### src/rtl/register_file_mp.sv
// Multi-port register file for wide-issue Mini-MIPS decode/writeback.
// Per-byte write priority (highest port wins), optional write forwarding, sequenced array clear.
module register_file_mp #(
    parameter  int COUNT       = 32,
    parameter  int BUS_WIDTH   = 32,
    parameter  int READ_PORTS  = 2,
    parameter  int WRITE_PORTS = 2,
    parameter  int BYPASS      = 0,
    localparam int ADDR_WIDTH  = $clog2(COUNT),
    localparam int BYTES       = BUS_WIDTH / 8
) (
    input  logic                              clk,
    input  logic                              rst_n,
    input  logic                              clear_req,
    input  logic [READ_PORTS*ADDR_WIDTH-1:0]  read_addr,
    output logic [READ_PORTS*BUS_WIDTH-1:0]   data_out,
    input  logic [WRITE_PORTS-1:0]            wr_en,
    input  logic [WRITE_PORTS*ADDR_WIDTH-1:0] write_addr,
    input  logic [WRITE_PORTS*BUS_WIDTH-1:0]  data_in,
    input  logic [WRITE_PORTS*BYTES-1:0]      byte_en,
    output logic                              ready
);

    typedef enum logic {
        CLEAR = 1'b0,
        READY = 1'b1
    } state_t;

    localparam logic [ADDR_WIDTH-1:0] FIRST_IDX = ADDR_WIDTH'(1);
    localparam logic [ADDR_WIDTH-1:0] LAST_IDX  = ADDR_WIDTH'(COUNT - 1);

    state_t                  state;
    state_t                  state_next;
    logic [ADDR_WIDTH-1:0]   clr_idx;
    logic [ADDR_WIDTH-1:0]   clr_idx_next;

    logic [BUS_WIDTH-1:0]    regs   [COUNT];
    logic [BUS_WIDTH-1:0]    merged [COUNT];
    logic [READ_PORTS-1:0]   rd_in_range;

    always_ff @(posedge clk) begin
        if (!rst_n) begin
            state   <= CLEAR;
            clr_idx <= FIRST_IDX;
        end else begin
            state   <= state_next;
            clr_idx <= clr_idx_next;
        end
    end

    always_comb begin
        state_next   = state;
        clr_idx_next = clr_idx;
        case (state)
            CLEAR: begin
                clr_idx_next = clr_idx + 1'b1;
                if (clr_idx == LAST_IDX) begin
                    state_next = READY;
                end
            end
            READY: begin
                if (clear_req) begin
                    state_next   = CLEAR;
                    clr_idx_next = FIRST_IDX;
                end
            end
            default: begin
                state_next   = CLEAR;
                clr_idx_next = FIRST_IDX;
            end
        endcase
    end

    assign ready = (state == READY);

    // Value each register holds after this edge; later ports override earlier ones per byte.
    always_comb begin
        for (int unsigned r = 0; r < COUNT; r++) begin
            merged[r] = regs[r];
            if (r == 0) begin
                merged[r] = '0;
            end else begin
                for (int unsigned p = 0; p < WRITE_PORTS; p++) begin
                    for (int unsigned b = 0; b < BYTES; b++) begin
                        if (wr_en[p] && byte_en[p*BYTES + b] &&
                            write_addr[p*ADDR_WIDTH +: ADDR_WIDTH] == ADDR_WIDTH'(r)) begin
                            merged[r][8*b +: 8] = data_in[p*BUS_WIDTH + 8*b +: 8];
                        end
                    end
                end
            end
        end
    end

    always_ff @(posedge clk) begin
        if (rst_n) begin
            if (state == CLEAR) begin
                regs[clr_idx] <= '0;
            end else begin
                for (int unsigned r = 0; r < COUNT; r++) begin
                    regs[r] <= merged[r];
                end
            end
        end
    end

    generate
        if (COUNT == (1 << ADDR_WIDTH)) begin : g_full_range
            assign rd_in_range = '1;
        end else begin : g_partial_range
            for (genvar p = 0; p < READ_PORTS; p++) begin : g_rd_range
                assign rd_in_range[p] =
                    ({1'b0, read_addr[p*ADDR_WIDTH +: ADDR_WIDTH]} < (ADDR_WIDTH + 1)'(COUNT));
            end
        end
    endgenerate

    always_comb begin
        logic [ADDR_WIDTH-1:0] ra;
        data_out = '0;
        ra       = '0;
        for (int unsigned p = 0; p < READ_PORTS; p++) begin
            ra = read_addr[p*ADDR_WIDTH +: ADDR_WIDTH];
            if (state == READY && ra != '0 && rd_in_range[p]) begin
                data_out[p*BUS_WIDTH +: BUS_WIDTH] = (BYPASS != 0) ? merged[ra] : regs[ra];
            end
        end
    end

endmodule

### config.mk
export PLATFORM = sky130hd
export DESIGN_NAME = register_file_mp
export DESIGN_NICKNAME = d
export VERILOG_FILES = /design/src/rtl/register_file_mp.sv
export SDC_FILE = /design/constraint.sdc
export NUM_CORES = 2
export LEC_CHECK = 0
export CORE_UTILIZATION = 43
export CTS_BUF_LIST = sky130_fd_sc_hd__clkbuf_4 sky130_fd_sc_hd__clkbuf_8
export CTS_CLUSTER_SIZE = 30
export DETAILED_ROUTE_END_ITERATION = 10
export GPL_TIMING_DRIVEN = 1
export SETUP_SLACK_MARGIN = 0.2
export SLEW_MARGIN = 10
export SYNTH_ARGS = -nofsm -noshare
export SYNTH_HDL_FRONTEND = slang
export SYNTH_SLANG_ARGS = --single-unit
### constraint.sdc
create_clock -name clk -period 3.4 [get_ports clk]
set_clock_uncertainty 0.2 [all_clocks]
set_input_delay 0.68 -clock clk [delete_from_list [all_inputs] [get_ports clk]]
set_output_delay 0.68 -clock clk [all_outputs]
set_load 0.01 [all_outputs]
# Word-level counts from Yosys, hierarchy flattened

Memories as Yosys holds them, arrays and structs flattened.
Cells that the tools add are included.

Add/sub/neg operators: 1
Bitwise gates (word level): 1
Reduce and logical (&&, ||, !) cells: 385
Muxes and demuxes: 264
Eq/ne operators: 188

Operators by type and width:

| kind                | count |
|---|---|
| $mux 8              | 248 |
| $logic_and 1x1->1   | 258 |
| $ne 2x2->1 const B  | 125 |
| $reduce_and 2->1    | 124 |
| $eq 5x5->1 const B  | 33 |
| $mux 32             | 3 |
| $eq 5x4->1 const B  | 16 |
| $eq 5x3->1 const B  | 8 |
| $reduce_or 32->1    | 1 |
| $eq 5x2->1 const B  | 4 |
| $eq 5x1->1 const B  | 2 |
| $mux 5              | 2 |
| $pmux 5 s2          | 1 |
| $reduce_bool 5->1   | 2 |
| $mux 1              | 9 |
| $add 5x1->5 const B | 1 |
| $pmux 1 s2          | 1 |
| $not 1->1           | 1 |

Output and inout port bits: 65
Register bits: 6
Logic and storage cells: 842
Memories kept: 1
Bits of input ports: 97
Bits in writable memories: 1,024

Memory list:

| memory | words | bits a word | read ports | clocked after memory_dff | write ports | RTL line | text |
|---|---|---|---|---|---|---|---|
| regs   | 32    | 32          | 2          | 0                        | 32          | 37       | `logic [BUS_WIDTH-1:0] regs [COUNT];` |

# Logic depth before layout (Yosys ltp)

Depth in word-level cells: 5
Mapped depth: 9
Mapped depth without buffers: 6

# Worst setup path before layout

OpenSTA, ideal clock, no wires.

Path type: input to output
From: input read_addr[6]
To: output data_out[33]
Buffers on the path: 4
Data required time: 2,520 ps
Arrival time: 2,221 ps
Slack: 299 ps
Stages on the path: 7
Cell sequence: buf_4 > buf_6 > buf_6 > buf_2 > mux4_2 > mux2i_1 > a2111oi_0

Longest elaborated chain between the ends: 3

Ends and longest elaborated chain:

| what                                                                  | RTL line | text |
|---|---|---|
| start: declaration                                                    | 15       | `input logic [READ_PORTS*ADDR_WIDTH-1:0] read_addr,` |
| parallel branches: the longest is 2 deep, another holds $mem_v2 32x32 | n/a      |  |
| $mux 32 (*)                                                           | 124      | `if (state == READY && ra != '0 && rd_in_range[p]) begin` |
| end: declaration                                                      | 16       | `output logic [READ_PORTS*BUS_WIDTH-1:0] data_out,` |

Every way passes the cells marked *.

==> flow_summary_export.csv <==
group,metric,value,unit
worst_setup_path,crit_fanout,2,
place,dp_hpwl,194,mm
die,chipHeight,395,um
sta,relSlewSlack,36.0,%
worst_setup_path,endpoint_kind,"output pin",
worst_setup_path,crit_arrival,3060,ps
worst_setup_path,critPathLaunchType,"flop",
detailed_routing,drt_wl_total,282,mm
logic_synthesis,synth-compound-area-share,6.56,%
die,placementRows,143,
grt,grt_antenna_before_repair,26,
sta,hold_violations,0,
logic_synthesis,synth_edf_count,992,
grt,grt_use_total,35.1,%
final_layout,finalCoreUtilization,53.4,%
worst_setup_path,r2r_slack,740,ps
place,dp_slack,-1340,ps
final_layout,area_delta_synth_final,22.7,%
outcome,status,"complete, but fails checks",
final_layout,n_fill_cell,13000,
power_and_ir_drop,power_density,354,nW/um2
logic_synthesis,synthMuxAreaShare,31.7,%
power_and_ir_drop,vdd_drop_max,438,uV
worst_setup_path,rr_endpoint,"regs[17][14]",
logic_synthesis,syn_avg_cell_area,11.9,um2
final_layout,fin_cells,8429,
cts,cts_tree,"built",
cts,htree_levels,4,
hold_path,min_path_cells,3,
logic_synthesis,synth_ff_type,"edfxtp_1",
cts,clockRootBuffer,"clkbuf_8",
worst_setup_path,r2r.worst_path.cells,5,
cts,clk_latency,980,ps
sta,fin_crit_sh,116,%
hold_path,hp-start,"clear_req",
sta,fin_ws,-543,ps
sta,min_period,3940,ps
die,die_w,395,um
grt,grt_max_degree,48,
cts,clockBufferDepth,3,
hold_path,worstHoldPathType,"primary input to flop",
sta,max_freq,254,MHz
grt,overflow,0,
cts,clock_sinks,998,
worst_setup_path,regToRegStartpoint,"ready",
logic_synthesis,syn_nets,5691,
grt,grt_pass1_vias,52500,
die,ios,162,
worst_setup_path,cp.required,2520,ps
detailed_routing,drt_first_iter_violations,7320,
die,coreArea,153000,um2
detailed_routing,drc,0,
logic_synthesis,yosys.cell_types.count,68,
cts,cts_made_buffers,180,
logic_synthesis,synth_fa_ha_area_share,0.0942,%
logic_synthesis,synthSimpleGateAreaFrac,11.6,%
detailed_routing,viasPerCell,6.49,
place,post_dp_cell_area,75300,um2
hold_path,hold_end,"clr_idx[4]",
final_layout,design_area,81500,um2
die,start_util,43.5,%
logic_synthesis,synth_top_family_by_area,"multiplexers",
logic_synthesis,post_synth_inst_count,5589,
detailed_routing,wl_per_cell,33.4,um
detailed_routing,detail-route-antenna-nets,0,
final_layout,layout_common_cells,"1191 x mux2i_1, 992 x edfxtp_1, 926 x nor2_1",
logic_synthesis,async_flop_share,0,%
grt,grt_pass1_wl,391,mm
final_layout,final_nets,6346,
sta,maxSlewViolCount,0,
die,die_area,156000,um2
sta,tightest_slew,960,ps
place,post-place-cells,8014,
logic_synthesis,yosys_warnings,0,
detailed_routing,drtPass1Iterations,8,
logic_synthesis,synth_xor_area_share,0.0132,%
worst_setup_path,crit_type,"flop to output pin",
power_and_ir_drop,leakage,0.0319,uW
detailed_routing,vias,54700,
sta,setup_viol,64,
place,gp_congestion,0.997,
outcome,violations,"negative setup slack",
cts,clkTransAtPathRegs,60,ps
logic_synthesis,seq_area_frac_synth,45.0,%
place,io_buffers,161,
final_layout,final_layout_size_suffix_gt1_share,32.4,%
job,drv_cap,0,
logic_synthesis,synth_seq_cells,998,
final_layout,final_common_cell,"mux2i_1",
sta,rsz0062_at_grt,"yes",
logic_synthesis,synth.cell_area,66400,um2
## layer usage
metal  track usage [%]  wire (um)
met5                 0        192
met4              20.2      18500
met3              10.1      34400
met2              52.5     123000
met1              45.3     105000
## registers in the layout (all words and copies together) (netlist names)
name,cells
clr_idx,5
ready,1
regs,992
## cell families (layout without fill, tap and decap cells)
family                   count (synthesis)  after routing
multiplexers                          1655           1655
AO/OA/AOI/OAI                          566            566
AND/OR/NAND/NOR                       1761           1761
flip-flops                             998            998
XOR/XNOR                                 1              1
adder cells (fa/ha/maj)                  5              5
buffers and inverters                  603           1399
other                                    0             14
## worst max-delay path, stage by stage (launching register included)
cell and delay, ps:
edfxtp_1 420, mux4_2 260, mux2i_1 80, buf_4 160, a222oi_1 850, buf_4 240
buf_6 100
## what timing repair did
action	4_1_cts	5_1_grt
gates cloned	2	8
gates resized for setup	581	72
hold endpoints to repair	0	0
hold buffers	0	0
pin swaps	106	74
setup buffers	27	41
setup endpoints to repair	65	64
## final cells by class
class                      instances  area (um2)  share of cell area, %
clock buffer                     232        2890                   3.54
antenna                           14        35.0                 0.0430
sequential                       998       29900                   36.7
clock inverter                    91         546                  0.669
timing repair buffer            1068       10300                   12.6
multi-input combinational       3988       35300                   43.3
inverter                           8        31.3                 0.0384
tap                             2030        2540                   3.12
## cells in the mapped netlist (all sizes together), types with 7 or more instances
cell,n,area [um2]
a222oi,13,130
a221o,35,350
nor2b,14,87.6
buf,303,2210
a221oi,30,263
a21oi,121,606
clkbuf,291,1110
nor2,928,3490
and2,16,100
nand2b,41,257
mux2,99,1110
nand4,13,81.3
a32oi,18,158
mux4,340,7740
o22ai,39,244
o21ai,181,1190
o221a,28,315
nand2,383,1440
mux2i,1216,12200
nor3,283,1590
nand3,50,400
edfxtp,992,29800
inv,7,26.3
a2111oi,50,681
a22oi,37,278
## metrics by stage
step	hold WS, ps	total power [uW]	setup TNS [ps]
after floorplan	368	15600	0
after global placement	400	17200	-49730
after detailed placement	415	17200	-50050
after CTS	251	28600	-16740
after global routing	313	29400	-16870
final	294	28800	-14680
## worst max-delay path by stage
| stage | start | end | slack [ps] |
|---|---|---|---|
| after floorplan | read_addr[6] | data_out[33] | 300 |
| after global placement | read_addr[9] | data_out[33] | -1260 |
| after detailed placement | read_addr[6] | data_out[33] | -1340 |
| after CTS | regs[6][0] | data_out[32] | -530 |
| after global routing | regs[6][0] | data_out[32] | -580 |
| final | regs[22][0] | data_out[32] | -540 |
## report_power, final
group	switching, uW	internal (uW)
clock	5520	5900
combinational	2480	1490
sequential	35.1	13400
(Power assumes the default switching activity.)
